<file path="src/rtl/ram_arbiter.sv">
// Two-client arbiter sharing one RAM write port and one RAM read port, each with its own round-robin pointer.
// Optional write-to-read forwarding for same-cycle, same-address traffic: define RAM_ARB_WR_FWD_EN.
module ram_arbiter #(
    parameter int ADDR_W = 8,
    parameter int DATA_W = 4
) (
    input  logic              clk,
    input  logic              rst_n,
    input  logic              c0_req,
    input  logic              c0_we,
    input  logic [ADDR_W-1:0] c0_addr,
    input  logic [DATA_W-1:0] c0_wdata,
    output logic              c0_gnt,
    output logic              c0_rvalid,
    output logic [DATA_W-1:0] c0_rdata,
    input  logic              c1_req,
    input  logic              c1_we,
    input  logic [ADDR_W-1:0] c1_addr,
    input  logic [DATA_W-1:0] c1_wdata,
    output logic              c1_gnt,
    output logic              c1_rvalid,
    output logic [DATA_W-1:0] c1_rdata,
    output logic              ram_write_en,
    output logic [ADDR_W-1:0] ram_write_addr,
    output logic [DATA_W-1:0] ram_write_data,
    output logic              ram_read_en,
    output logic [ADDR_W-1:0] ram_read_addr,
    input  logic [DATA_W-1:0] ram_read_data
);

    logic [1:0]        wr_cand, rd_cand;
    logic [1:0]        wr_gnt, rd_gnt;
    logic              wr_ptr, rd_ptr;
    logic [1:0]        rvalid_q;
    logic [DATA_W-1:0] rdata_mux;

    // On contention the pointer names the winner; a lone candidate always wins.
    function automatic logic [1:0] pick(input logic [1:0] cand, input logic ptr);
        if (cand == 2'b11)
            return ptr ? 2'b10 : 2'b01;
        return cand;
    endfunction

    always_comb begin
        wr_cand = {c1_req & c1_we, c0_req & c0_we};
        rd_cand = {c1_req & ~c1_we, c0_req & ~c0_we};
        wr_gnt  = pick(wr_cand, wr_ptr) & {2{rst_n}};
        rd_gnt  = pick(rd_cand, rd_ptr) & {2{rst_n}};
    end

    assign c0_gnt = wr_gnt[0] | rd_gnt[0];
    assign c1_gnt = wr_gnt[1] | rd_gnt[1];

    assign ram_write_en   = |wr_gnt;
    assign ram_write_addr = wr_gnt[1] ? c1_addr  : c0_addr;
    assign ram_write_data = wr_gnt[1] ? c1_wdata : c0_wdata;
    assign ram_read_en    = |rd_gnt;
    assign ram_read_addr  = rd_gnt[1] ? c1_addr  : c0_addr;

    // Pointer moves to the client that lost (or did not ask) after every grant.
    always_ff @(posedge clk or negedge rst_n) begin
        if (!rst_n) begin
            wr_ptr   <= 1'b0;
            rd_ptr   <= 1'b0;
            rvalid_q <= 2'b00;
        end else begin
            if (|wr_gnt)
                wr_ptr <= wr_gnt[0];
            if (|rd_gnt)
                rd_ptr <= rd_gnt[0];
            rvalid_q <= rd_gnt;
        end
    end

`ifdef RAM_ARB_WR_FWD_EN
    logic              fwd_q;
    logic [DATA_W-1:0] fwd_data_q;

    // RAM returns the pre-write value on a same-address collision; substitute the written data.
    always_ff @(posedge clk or negedge rst_n) begin
        if (!rst_n) begin
            fwd_q      <= 1'b0;
            fwd_data_q <= '0;
        end else begin
            fwd_q      <= ram_write_en & ram_read_en & (ram_write_addr == ram_read_addr);
            fwd_data_q <= ram_write_data;
        end
    end

    assign rdata_mux = fwd_q ? fwd_data_q : ram_read_data;
`else
    assign rdata_mux = ram_read_data;
`endif

    assign c0_rvalid = rvalid_q[0];
    assign c1_rvalid = rvalid_q[1];
    assign c0_rdata  = rdata_mux;
    assign c1_rdata  = rdata_mux;

endmodule

</file>
<file path="config.mk">
export PLATFORM = sky130hd
export DESIGN_NAME = ram_arbiter
export DESIGN_NICKNAME = d
export VERILOG_FILES = /design/src/rtl/ram_arbiter.sv
export SDC_FILE = /design/constraint.sdc
export NUM_CORES = 1
export LEC_CHECK = 0
export CAP_MARGIN = 25
export CELL_PAD_IN_SITES_DETAIL_PLACEMENT = 1
export CELL_PAD_IN_SITES_GLOBAL_PLACEMENT = 1
export CORE_AREA = 2 2 63 65
export DETAILED_ROUTE_END_ITERATION = 7
export DIE_AREA = 0 0 65 67
export PLACE_DENSITY_LB_ADDON = 0.12
export SLEW_MARGIN = 20
export SYNTH_ARGS = -nofsm -noshare
export SYNTH_HDL_FRONTEND = slang
export SYNTH_SLANG_ARGS = --single-unit
</file>
<file path="constraint.sdc">
create_clock -name clk -period 1.7 [get_ports clk]
set_input_delay 0.34 -clock clk [delete_from_list [all_inputs] [get_ports clk]]
set_output_delay 0.34 -clock clk [all_outputs]
set_load 0.005 [all_outputs]
</file>
### Yosys cells after proc, flatten, opt, wreduce, memory -nomap -nowiden

Index checks and enable logic that the tools add are counted.

* output and inout port bits: 34
* bits in registers: 4

* mux-type cells: 11
* reductions and logical operators: 2
* bitwise operators: 10
* equality and inequality tests: 2

Operators by type and width (count)
* 8-bit 2-to-1 mux: 2
* 2-bit 2-to-1 mux: 6
* 1-bit AND: 4
* 2-bit AND: 2
* 2-bit equality test, second input constant: 2
* 4-bit 2-to-1 mux: 1
* 2-bit OR reduction: 2
* 1-bit 2-to-1 mux: 2
* 1-bit NOT: 2
* 1-bit bitwise OR: 2

### Depth between registers and ports, before layout

* depth in word-level cells: 7
* mapped depth: 4
* gate-level depth less buffers: 3

### Worst setup path before layout

OpenSTA, ideal clock, no wires.

* path type: input to output
* from: in c1_req
* to: out ram_read_addr[0]
* required time: 1.360 ns
* cell stages on the path: 4
* path slack: 0.199 ns
* arrival time: 1.161 ns
* path through: buf_2 > o2111a_1 > buf_6 > mux2_4

* longest elaborated chain between the ends: 6

Ends and longest elaborated chain
* from (decl): line 16 `input logic c1_req,`
* 1-bit AND (*): line 46 `rd_cand = {c1_req & ~c1_we, c0_req & ~c0_we};`
* 2-bit equality test: line 39 `if (cand == 2'b11)`
* 1-bit 2-to-1 mux: line 39
* 2-bit 2-to-1 mux (*): line 41 `return cand;`
* 2-bit AND (*): line 48 `rd_gnt = pick(rd_cand, rd_ptr) & {2{rst_n}};`
* net rd_gnt[1]: line 32 `logic [1:0] wr_gnt, rd_gnt;`
* 8-bit 2-to-1 mux (*): line 58 `assign ram_read_addr = rd_gnt[1] ? c1_addr : c0_addr;`
* to (decl): line 27 `output logic [ADDR_W-1:0] ram_read_addr,`

The timed path passes the listed nets; every way through them passes the cells marked *.

### Worst setup path after layout

* from: reg wr_ptr
* to: out ram_write_addr[7]

* longest elaborated chain between the ends: 5

Ends and longest elaborated chain
* from (decl): line 33 `logic wr_ptr, rd_ptr;`
* from (signal assigned): line 68 `wr_ptr <= wr_gnt[0];`
* 2-bit 2-to-1 mux: line 40 `return ptr ? 2'b10 : 2'b01;`
* 2-bit 2-to-1 mux: line 39
* 2-bit 2-to-1 mux: line 41
* 2-bit AND: line 47 `wr_gnt = pick(wr_cand, wr_ptr) & {2{rst_n}};`
* 8-bit 2-to-1 mux: line 55 `assign ram_write_addr = wr_gnt[1] ? c1_addr : c0_addr;`
* to (decl): line 24 `output logic [ADDR_W-1:0] ram_write_addr,`

No other way between the ends. The select of a mux whose other input is x is not followed.

==> metrics.cfg <==
[run_status]
status=complete, but fails checks
violations=negative setup slack

[timing]
setup_viol=21
hold_violations=0
fin_crit_ns=1.97
finClkSkew_ns=0.00214
clock.fmax_mhz=508
maxSlewViolCount=0
rsz0062_at_grt=true
setup_slack_ns=-0.270
worst_slew_margin_rel_pct=78.8
period_share_pct=116
tightest_slew_ns=0.318

[critical_path]
start_kind=register
required_ns=1.36
end_kind=primary output
worstPathArrival_ns=1.63
cp_top_family=flip-flops
crit_slowest_cell=dfrtp_1
crit_chain=o2111ai_4 > buf_6 > buf_6 > mux2_4 > buf_6
critPathKind=register to primary output
cp_num_buf_inv=3
crit_top_cell=buf_6
critPathMaxStageDelay_ns=0.42
crit_path_max_fanout=3

[cts]
clock_sinks=4
cts.root.buffer_cell=clkbuf_8
clk_latency_ns=0.21
cts_tree=yes
clock_path_buffers=2
clk_pin_slew_ns=0.03
cts_hold_buf=0
numCtsBuffers=3
htreeDepth=1

[global_route]
grt-ovfl-total=0
track_usage_pct=11.1
antenna_found_initial=0
grt_pass1_wl_mm=3.75
grt_max_degree=11
grt_pass1_vias=805

[logic_synthesis]
syn_avg_cell_area_um2=10.9
ys_top_cells_by_area=mux2_4 41%, dfrtp_1 16%, buf_4 9.5%
synth_most_common_cell=mux2_4
synthArstFlopShare_pct=100
yosysWarnings=0
syn_area_um2=629
yosysSeqAreaShare_pct=15.9
ys_types=18
syn_nets=92
synth_seq_cells=4
ys.flop_type=dfrtp_1
synth_edf_count=0
synth_top_area_share_pct=40.6
synthTopCellsByCount=17 x mux2_4, 8 x buf_4, 5 x nand2_1
synth_area_leader_cell=mux2_4
synthCells=58

[power_and_ir_drop]
power_mw=0.693
ir_worst_vdd_v=0.000195
power.share.clock_pct=28.4
p_int_mw=0.516
comb_power_share_pct=53.8
power_frac_seq_pct=17.8
leakagePower_nw=0.709
power.density_nw_per_um2=466
switchingPower_mw=0.177
p_sw_share_pct=25.5

[routing]
first_pass_iters=3
avgViaCountPerCell=4.07
route.detailed.wl_per_inst_um=12.9
first_iter_violations=32
ant_nets=0
num_vias=712
routed_wl_mm=2.26
drc=0

[job]
drv_cap=0

[die]
die-area_um2=4360
floorplan.initialDensity_pct=17.5
ios=68
rows=22
core_um2=3610
die_w_um=65
die_h_um=67

[final_layout]
drive_above_1_share_pct=61.4
final_core_util_pct=41.2
n_antenna_cell=0
nets=163
area_growth_pct=136

[place]
gp_congestion=0.732
dp_hpwl_mm=1.67
io_buffers=55

[min_path]
hold_path_class=input pin to async pin

state kept, by name, summed over array words and instances, names as in the netlist:
signal    flops
wr_ptr        1
rvalid_q      2
rd_ptr        1
power by group through the flow:
stage	registers, mW	logic [mW]	clock network, mW
2_1_floorplan	0.124	0.123	0
3_3_place_gp	0.122	0.319	0
3_5_place_dp	0.122	0.322	0
4_1_cts	0.122	0.369	0.200
5_1_grt	0.125	0.401	0.220
6_report	0.123	0.373	0.197
worst paths after layout:
| kind | from | end | slack (ns) | cells past startpoint |
|---|---|---|---|---|
| worst max-delay path | wr_ptr$_DFFE_PN0P_ | ram_write_addr[7] | -0.27 | 5 |
| worst min-delay path | rst_n | rd_ptr$_DFFE_PN0P_ | 0.22 | 2 |
| worst max register to register | rd_ptr$_DFFE_PN0P_ | rvalid_q[1]$_DFF_PN0_ | 0.74 | 2 |
| worst min register to register | rd_ptr$_DFFE_PN0P_ | rvalid_q[0]$_DFF_PN0_ | 0.69 | 3 |
| max in group asynchronous | rst_n | rvalid_q[1]$_DFF_PN0_ | 1.35 | 2 |
| min in group clk | c1_req | rvalid_q[0]$_DFF_PN0_ | 0.54 | 3 |
cells in the final DEF, fill, tap and decap left out:
cell,count
buf_2,2
nand2_1,4
clkdlybuf4s15_2,2
nand2_2,1
o21ai_0,3
a41oi_1,1
nand2b_1,2
buf_16,1
a21boi_1,1
buf_4,10
mux2_4,20
a31oi_1,2
buf_12,2
clkbuf_16,1
clkdlybuf4s50_1,26
dfrtp_1,4
a21boi_0,1
buf_6,30
clkbuf_2,2
clkbuf_8,3
nand3b_1,1
nand3_1,1
a21oi_1,1
nand2b_4,1
inv_2,1
o2111ai_4,1
o2111a_2,1
dlygate4sd2_1,2
worst register-to-register path: cells and delay by family, from the launching register on:
kind	cells	cell delay (ns)
flip-flops	1	0.38
AO/OA/AOI/OAI	1	0.30
buffers and inverters	1	0.17
routing by layer:
layer | wire (um) | GRT usage [%] | vias to the layer above
met5 | 0 | 0 | -
met3 | 188 | 3.04 | 2
met4 | 18 | 4.79 | 0
met2 | 1200 | 20.6 | 37
li1 | - | - | 345
met1 | 856 | 11.7 | 328
through the flow:
| step | setup WS [ns] | setup TNS [ns] | hold WS, ns | instance area (um^2) | instances |
|---|---|---|---|---|---|
| after floorplan | 0.199 | 0 | 0.0444 | 629 | 58 |
| after global placement | -0.807 | -17.86 | 0.586 | 1260 | 161 |
| after detailed placement | -0.818 | -17.81 | 0.593 | 1260 | 161 |
| after CTS | -0.253 | -3.93 | 0.224 | 1480 | 174 |
| after global routing | -0.331 | -4.94 | 0.241 | 1490 | 175 |
| final | -0.270 | -3.73 | 0.219 | 1490 | 175 |
layout make-up:
cell class	count	area, um^2
Fill cell	399	2120
Timing Repair Buffer	78	826
Multi-Input combinational cell	41	455
Sequential cell	4	100
Tap cell	48	60.1
Clock buffer	3	41.3
Inverter	1	3.75
what timing repair did:
action | CTS | global route
gates cloned | 2 | 0
setup buffers | 8 | 1
gates resized for setup | 140 | 8
pin swaps | 2 | 2
endpoints found under the setup margin | 24 | 23
cells by family after synthesis:
logic type             after synthesis  synth area share (%)
muxes                               20                  45.9
AOI/OAI and AO/OA                   11                  14.9
DFF                                  4                  15.9
and+or+nand+nor                     10                  7.95
buffers and inverters               13                  15.3
Note: power is estimated with default switching activity, not from simulation.
